`config.mk`:
```
export PLATFORM = sky130hd
export DESIGN_NAME = hazard_ctrl
export DESIGN_NICKNAME = d
export VERILOG_FILES = /design/src/rtl/hazard_ctrl.sv
export SDC_FILE = /design/constraint.sdc
export NUM_CORES = 1
export LEC_CHECK = 0
export ABC_AREA = 0
export CAP_MARGIN = 0
export CORE_MARGIN = 2
export CORE_UTILIZATION = 38
export CTS_CLUSTER_SIZE = 30
export DETAILED_ROUTE_END_ITERATION = 12
export PLACE_DENSITY = 0.87
export SYNTH_ARGS = -nofsm -noshare
export SYNTH_HDL_FRONTEND = slang
export SYNTH_SLANG_ARGS = --single-unit
```
`constraint.sdc`:
```
create_clock -name clk -period 3.4 [get_ports clk]
set_input_delay 1.02 -clock clk [delete_from_list [all_inputs] [get_ports clk]]
set_output_delay 1.02 -clock clk [all_outputs]
set_load 0.03 [all_outputs]
```
`src/rtl/hazard_ctrl.sv`:
```
// Decode-stage sequencing: load-use, flag and branch-register stalls, taken flush, HLT drain.
// Optional HAZARD_PERF_EN adds saturating stall/flush counters.
module hazard_ctrl #(
    parameter int DRAIN_CYCLES = 3
) (
    input  logic       clk,
    input  logic       rst_n,
    input  logic [3:0] id_srcA,
    input  logic [3:0] id_srcB,
    input  logic       id_useA,
    input  logic       id_useB,
    input  logic       id_branch,
    input  logic       id_branch_reg,
    input  logic       id_taken,
    input  logic       id_halt,
    input  logic       ex_regWrite,
    input  logic       ex_memRead,
    input  logic       ex_setsFlags,
    input  logic [3:0] ex_dst,
    input  logic       mem_regWrite,
    input  logic       mem_memRead,
    input  logic [3:0] mem_dst,
    output logic       pc_write,
    output logic       ifid_write,
    output logic       ifid_flush,
    output logic       idex_bubble,
    output logic       draining,
    output logic       halted
`ifdef HAZARD_PERF_EN
    ,
    output logic [15:0] perf_stall,
    output logic [15:0] perf_flush
`endif
);

    typedef enum logic [1:0] {RUN, DRAIN, HALTED} state_t;

    localparam logic [2:0] DRAIN_LOAD = 3'(DRAIN_CYCLES - 1);

    state_t     state, stateNext;
    logic [2:0] cnt, cntNext;
    logic       luHit, flHit, brsHit, stall;
    logic       stallRun, flushRun;

    assign luHit = ex_memRead & ex_regWrite & (ex_dst != 4'd0) &
                   ((id_useA & (id_srcA == ex_dst)) |
                    (id_useB & (id_srcB == ex_dst)));

    assign flHit = id_branch & ex_setsFlags;

    // ALU results already in MEM are forwarded, only a load there stalls
    assign brsHit = id_branch_reg & (id_srcB != 4'd0) &
                    ((ex_regWrite & (ex_dst == id_srcB)) |
                     (mem_regWrite & mem_memRead & (mem_dst == id_srcB)));

    assign stall = luHit | flHit | brsHit;

    always_comb begin
        stateNext   = state;
        cntNext     = cnt;
        pc_write    = 1'b1;
        ifid_write  = 1'b1;
        ifid_flush  = 1'b0;
        idex_bubble = 1'b0;
        draining    = 1'b0;
        halted      = 1'b0;
        stallRun    = 1'b0;
        flushRun    = 1'b0;
        if (!rst_n) begin
            pc_write    = 1'b0;
            ifid_write  = 1'b0;
            ifid_flush  = 1'b1;
            idex_bubble = 1'b1;
            stateNext   = RUN;
            cntNext     = 3'd0;
        end else begin
            unique case (state)
                RUN: begin
                    if (stall) begin
                        pc_write    = 1'b0;
                        ifid_write  = 1'b0;
                        idex_bubble = 1'b1;
                        stallRun    = 1'b1;
                    end else if (id_branch & id_taken) begin
                        ifid_flush = 1'b1;
                        flushRun   = 1'b1;
                    end else if (id_halt) begin
                        pc_write   = 1'b0;
                        ifid_flush = 1'b1;
                        stateNext  = DRAIN;
                        cntNext    = DRAIN_LOAD;
                    end
                end
                DRAIN: begin
                    pc_write    = 1'b0;
                    ifid_write  = 1'b0;
                    ifid_flush  = 1'b1;
                    idex_bubble = 1'b1;
                    draining    = 1'b1;
                    if (cnt == 3'd0) stateNext = HALTED;
                    else cntNext = cnt - 3'd1;
                end
                HALTED: begin
                    pc_write    = 1'b0;
                    ifid_write  = 1'b0;
                    ifid_flush  = 1'b1;
                    idex_bubble = 1'b1;
                    halted      = 1'b1;
                end
                default: stateNext = RUN;
            endcase
        end
    end

    always_ff @(posedge clk) begin
        if (!rst_n) begin
            state <= RUN;
            cnt   <= 3'd0;
        end else begin
            state <= stateNext;
            cnt   <= cntNext;
        end
    end

`ifdef HAZARD_PERF_EN
    always_ff @(posedge clk) begin
        if (!rst_n) begin
            perf_stall <= 16'd0;
            perf_flush <= 16'd0;
        end else begin
            if (stallRun && perf_stall != 16'hFFFF)
                perf_stall <= perf_stall + 16'd1;
            if (flushRun && perf_flush != 16'hFFFF)
                perf_flush <= perf_flush + 16'd1;
        end
    end
`endif

endmodule

```
Word level (Yosys, flattened, before mapping)
Cells that the tools add are included.
{"block": "classes", "n_bitwise": 17, "addsub": 1, "reduce_logical": 8, "muxes": 30, "n_eq_ne": 11}
{"op": "$eq 4x4->1", "n": 4}
{"op": "$mux 1", "n": 16}
{"op": "$and 1x1->1", "n": 12}
{"op": "$mux 3", "n": 4}
{"op": "$ne 2x2->1 const B", "n": 5}
{"op": "$reduce_and 5->1", "n": 2}
{"op": "$mux 2", "n": 4}
{"op": "$pmux 1 s2", "n": 4}
{"op": "$reduce_bool 4->1", "n": 2}
{"op": "$pmux 2 s3", "n": 1}
{"op": "$pmux 3 s2", "n": 1}
{"op": "$or 1x1->1", "n": 4}
{"op": "$logic_not 3->1", "n": 1}
{"op": "$sub 3x1->3 const B", "n": 1}
{"op": "$eq 2x1->1 const B", "n": 1}
{"op": "$eq 2x2->1 const B", "n": 1}
{"op": "$logic_not 2->1", "n": 1}
{"op": "$reduce_bool 2->1", "n": 1}
{"op": "$reduce_or 2->1", "n": 1}
{"op": "$not 1->1", "n": 1}
{"block": "word_totals", "reg_bits": 5}

Depth between registers and ports, before layout
{"block": "depth", "word_depth": 9, "depth_mapped": 7, "mapped_depth_nobuf": 7}

Worst setup path before layout
No wires, ideal clock.
{"block": "synth_path", "path_kind": "input-to-output", "startpoint": "input ex_dst[2]", "endpoint": "output idex_bubble", "setup_slack_ns": -0.554, "path_stages": 5, "arrival_ns": 2.934, "cell_sequence": "xnor2_1 > nand4_1 > o221ai_1 > nor2_1 > o311ai_0"}
{"block": "synth_between", "elab_chain_len": 9, "elab_cells_between_ends": 17, "cone_classes": "eq/ne (3); mux (3); bitwise (10); reduce/logical (1)"}
{"element": "from (decl)", "line_no": "19", "text": "input logic [3:0] ex_dst,"}
{"element": "$eq 4x4->1 (on tied branches)", "line_no": "46, 47, 53"}
{"element": "$and 1x1->1 (on tied branches)", "line_no": "46, 47"}
{"element": "$or 1x1->1", "line_no": "46", "text": "((id_useA & (id_srcA == ex_dst)) |"}
{"element": "$and 1x1->1", "line_no": "45", "text": "assign luHit = ex_memRead & ex_regWrite & (ex_dst != 4'd0) &"}
{"element": "$or 1x1->1", "line_no": "56", "text": "assign stall = luHit | flHit | brsHit;"}
{"element": "$or 1x1->1 *", "line_no": "56"}
{"element": "$mux 1 *", "line_no": "79", "text": "if (stall) begin"}
{"element": "$pmux 1 s2 *", "line_no": "77", "text": "unique case (state)"}
{"element": "$mux 1 *", "line_no": "69", "text": "if (!rst_n) begin"}
{"element": "to (decl)", "line_no": "26", "text": "output logic idex_bubble,"}
Every way passes the cells marked *; elsewhere a longest branch is shown, timed or not.

Worst setup path after layout
{"block": "layout_path", "startpoint": "input ex_dst[1]", "endpoint": "output pc_write"}
{"block": "layout_between", "elab_chain_len": 9, "elab_cells_between_ends": 17, "cone_classes": "eq/ne (3); mux (3); bitwise (10); reduce/logical (1)"}
{"element": "$eq 4x4->1 (on tied branches)", "line_no": "46, 47, 53"}
{"element": "$and 1x1->1 (on tied branches)", "line_no": "46, 47"}
{"element": "$or 1x1->1", "line_no": "46"}
{"element": "$and 1x1->1", "line_no": "45"}
{"element": "$or 1x1->1", "line_no": "56"}
{"element": "$or 1x1->1 *", "line_no": "56"}
{"element": "$mux 1 *", "line_no": "79"}
{"element": "$pmux 1 s2 *", "line_no": "77"}
{"element": "$mux 1 *", "line_no": "69"}
{"element": "to (decl)", "line_no": "23", "text": "output logic pc_write,"}
Marks and branches as above.

==> flow_summary.toml <==
[worst_setup_path]
path_class = "in2out"
rr_startpoint = "state[1]"
start_kind = "primary input"
critPathSlowestCell = "or4_4"
reg2reg_slack_ns = 1.47
regToRegEndpoint = "state[1]"
cp_max_fo = 4
worst_setup_path_end_kind = "primary output"
crit_chain = "buf_8, or4_4, nand4_1, o22ai_4, nor2_4, a31oi_4, nor2_2, buf_6"
worstPathArrival_ns = 2.43
max_stage_delay_ns = 0.53
worst-endpoint-required_ns = 2.38
ff2ff_path_depth = 6

[timing]
setup_viol_count_final = 3
hold_violations = 0
drv_slew = 0
worstMarginPinSlew_ns = 0.646
holdWs_ns = 0.515
period_needed_ns = 3.45
relSlewSlack_pct = 56.5
fin_worst_skew_ns = 0.000739
fin_ws_ns = -0.0494
rsz0062_at_grt = "true"
max_freq_mhz = 290
period_share_pct = 101

[logic_synthesis]
synth_ff_type = "dfxtp_1"
syn_area_per_cell_um2 = 7.72
synth_edf_count = 0
synth_seq_cells = 5
yosysTopAreaCell = "xnor2_1"
synth_commonest_cells = "xnor2_1 (13), inv_1 (9), nand2_1 (7)"
async_flop_share_pct = 0
syn_inst = 83
synth_top_cell_area_share_pct = 17.8
synth_most_common_cell = "xnor2_1"
synth_area_um2 = 641
syn_nets = 118
ys_seq_area_share_pct = 15.6
yosysUniqueCellTypes = 26
yosys_warnings = 0
synth_area_leaders = "xnor2_1 (18%), dfxtp_1 (16%), ha_1 (12%)"

[routing]
vias_per_cell = 5.33
route.detailed.drc = 0
drtIter0Drc = 9
drt-total-wl_um = 1840
dr.pass1.iters = 4
ant_nets = 0
vias = 773
avgRoutedWirePerCell_um = 12.7

[global_route]
grt_usage_pct = 21.0
grt_pass1_vias = 763
grt_pass1_wl_um = 3060
grt_antenna_before_repair = 0
overflow = 0
grt_max_degree = 8

[floorplan]
die_x_um = 45.1
die_h_um = 45.1
die-area_um2 = 2030
pin_count = 35
core_um2 = 1540
num_rows = 14
start_util_pct = 41.6

[job]
cap_violations = 0

[cells_and_area]
nNetsFinal = 165
drive_gt1_share_pct = 32.6
multi_input_area_um2 = 599
final_core_util_pct = 75.8
diodes = 0
nFillCells = 107
area_delta_synth_final_pct = 82.4
seqCellArea_um2 = 100

[clock_network]
clk_latency_ns = 0.25
clkTransAtPathRegs_ns = 0.05
cts_buffer_depth = 2
cts_hold_buf = 0
cts_sinks = 5
cts_tree = "yes"
htreeDepth = 1
cts_buffers = 3
clockRootBuffer = "clkbuf_4"

[hold_path]
hp-start = "state[1]"
hold_end = "state[1]"
hold_depth = 2
hp-class = "reg2reg"

[placed_design]
globalplace.congestion = 0.860
place.detailed.hpwl_um = 1480
port_buffers = 34

[status]
outcome = "finished, violations left"
violations = "setup timing"

[pwr]
total_power_w = 0.000339
pwr_density_cell_nw_per_um2 = 290
power_leakage_nw = 0.494
ir_drop_v = 0.000148
per-stage QoR:
stage,area [um2],TNS [ns],worst slack [ns],instances
after CTS,1100,-0.210,-0.0719,143
after global placement,1040,-1.64,-0.447,137
after global routing,1170,-0.414,-0.140,145
after floorplan,663,-0.0939,-0.0939,83
after detailed placement,1040,-1.72,-0.464,137
final,1170,-0.117,-0.0494,145
registers in the layout (all words and copies together), names as in the netlist:
signal / count
cnt: 3
state: 2
power by group:
group,internal [W],switching [W]
logic,0.0000975,0.0000992
clock network,0.0000447,0.0000292
registers,0.0000643,0.00000441
total,0.000207,0.000133
what timing repair did:
action / 4_1_cts / 5_1_grt
buffers inserted: 2 / 2
endpoints found under the setup margin: 4 / 4
pin swaps: 23 / 12
gates resized for setup: 65 / 10
layout by cell type, fill, tap and decap left out, types with 2 or more instances in the layout:
cell,Yosys,final
buf_4,0,11
dlygate4sd2_1,0,13
nand3_1,3,2
dfxtp_1,5,5
xnor2_2,0,3
a311oi_1,2,2
ha_1,6,6
buf_2,0,2
nor3_1,5,5
o21ai_0,3,2
buf_6,0,6
nand2_1,7,7
buf_8,0,3
nand4_1,3,3
inv_1,9,9
nor2_2,0,2
nand2b_1,3,3
clkbuf_4,0,3
xnor2_1,13,10
a21oi_1,5,5
clkdlybuf4s50_1,0,6
layer usage:
layer / GRT usage (%) / wire length, um / up-vias
met5: 0 / 0 / -
met4: 7.06 / 11 / 0
met3: 7.20 / 159 / 2
met2: 39.4 / 988 / 41
met1: 21.2 / 684 / 337
li1: - / - / 393
critical path: cells and delay by family:
family / cells / cell delay [ns]
simple gates: 4 / 0.97
buf+inv: 2 / 0.23
compound gates: 2 / 0.20
worst max-delay path by stage:
| stage | from | end | slack [ns] | cells past startpoint |
|---|---|---|---|---|
| after floorplan | ex_dst[2] | idex_bubble | -0.09 | 5 |
| after global placement | ex_dst[0] | ifid_flush | -0.45 | 8 |
| after detailed placement | ex_dst[0] | ifid_flush | -0.46 | 8 |
| after CTS | ex_dst[2] | ifid_flush | -0.07 | 8 |
| after global routing | ex_dst[1] | idex_bubble | -0.14 | 10 |
| final | ex_dst[1] | pc_write | -0.05 | 8 |
cell families (layout without fill, tap and decap cells):
group	after synthesis	in the layout	synth area share, %
flops	5	5	15.6
simple gates	28	28	22.3
buf+inv	9	55	5.27
compound gates	21	21	25.8
mux	1	1	1.56
xor+xnor	13	13	17.8
fa+ha+maj	6	6	11.7
final cells by class:
cell class / count / area share [%]
Timing Repair Buffer: 42 / 33.3
Tap cell: 16 / 1.71
Sequential cell: 5 / 8.57
Multi-Input combinational cell: 69 / 51.3
Clock buffer: 4 / 2.25
Inverter: 9 / 2.89
(Power assumes the default switching activity.)
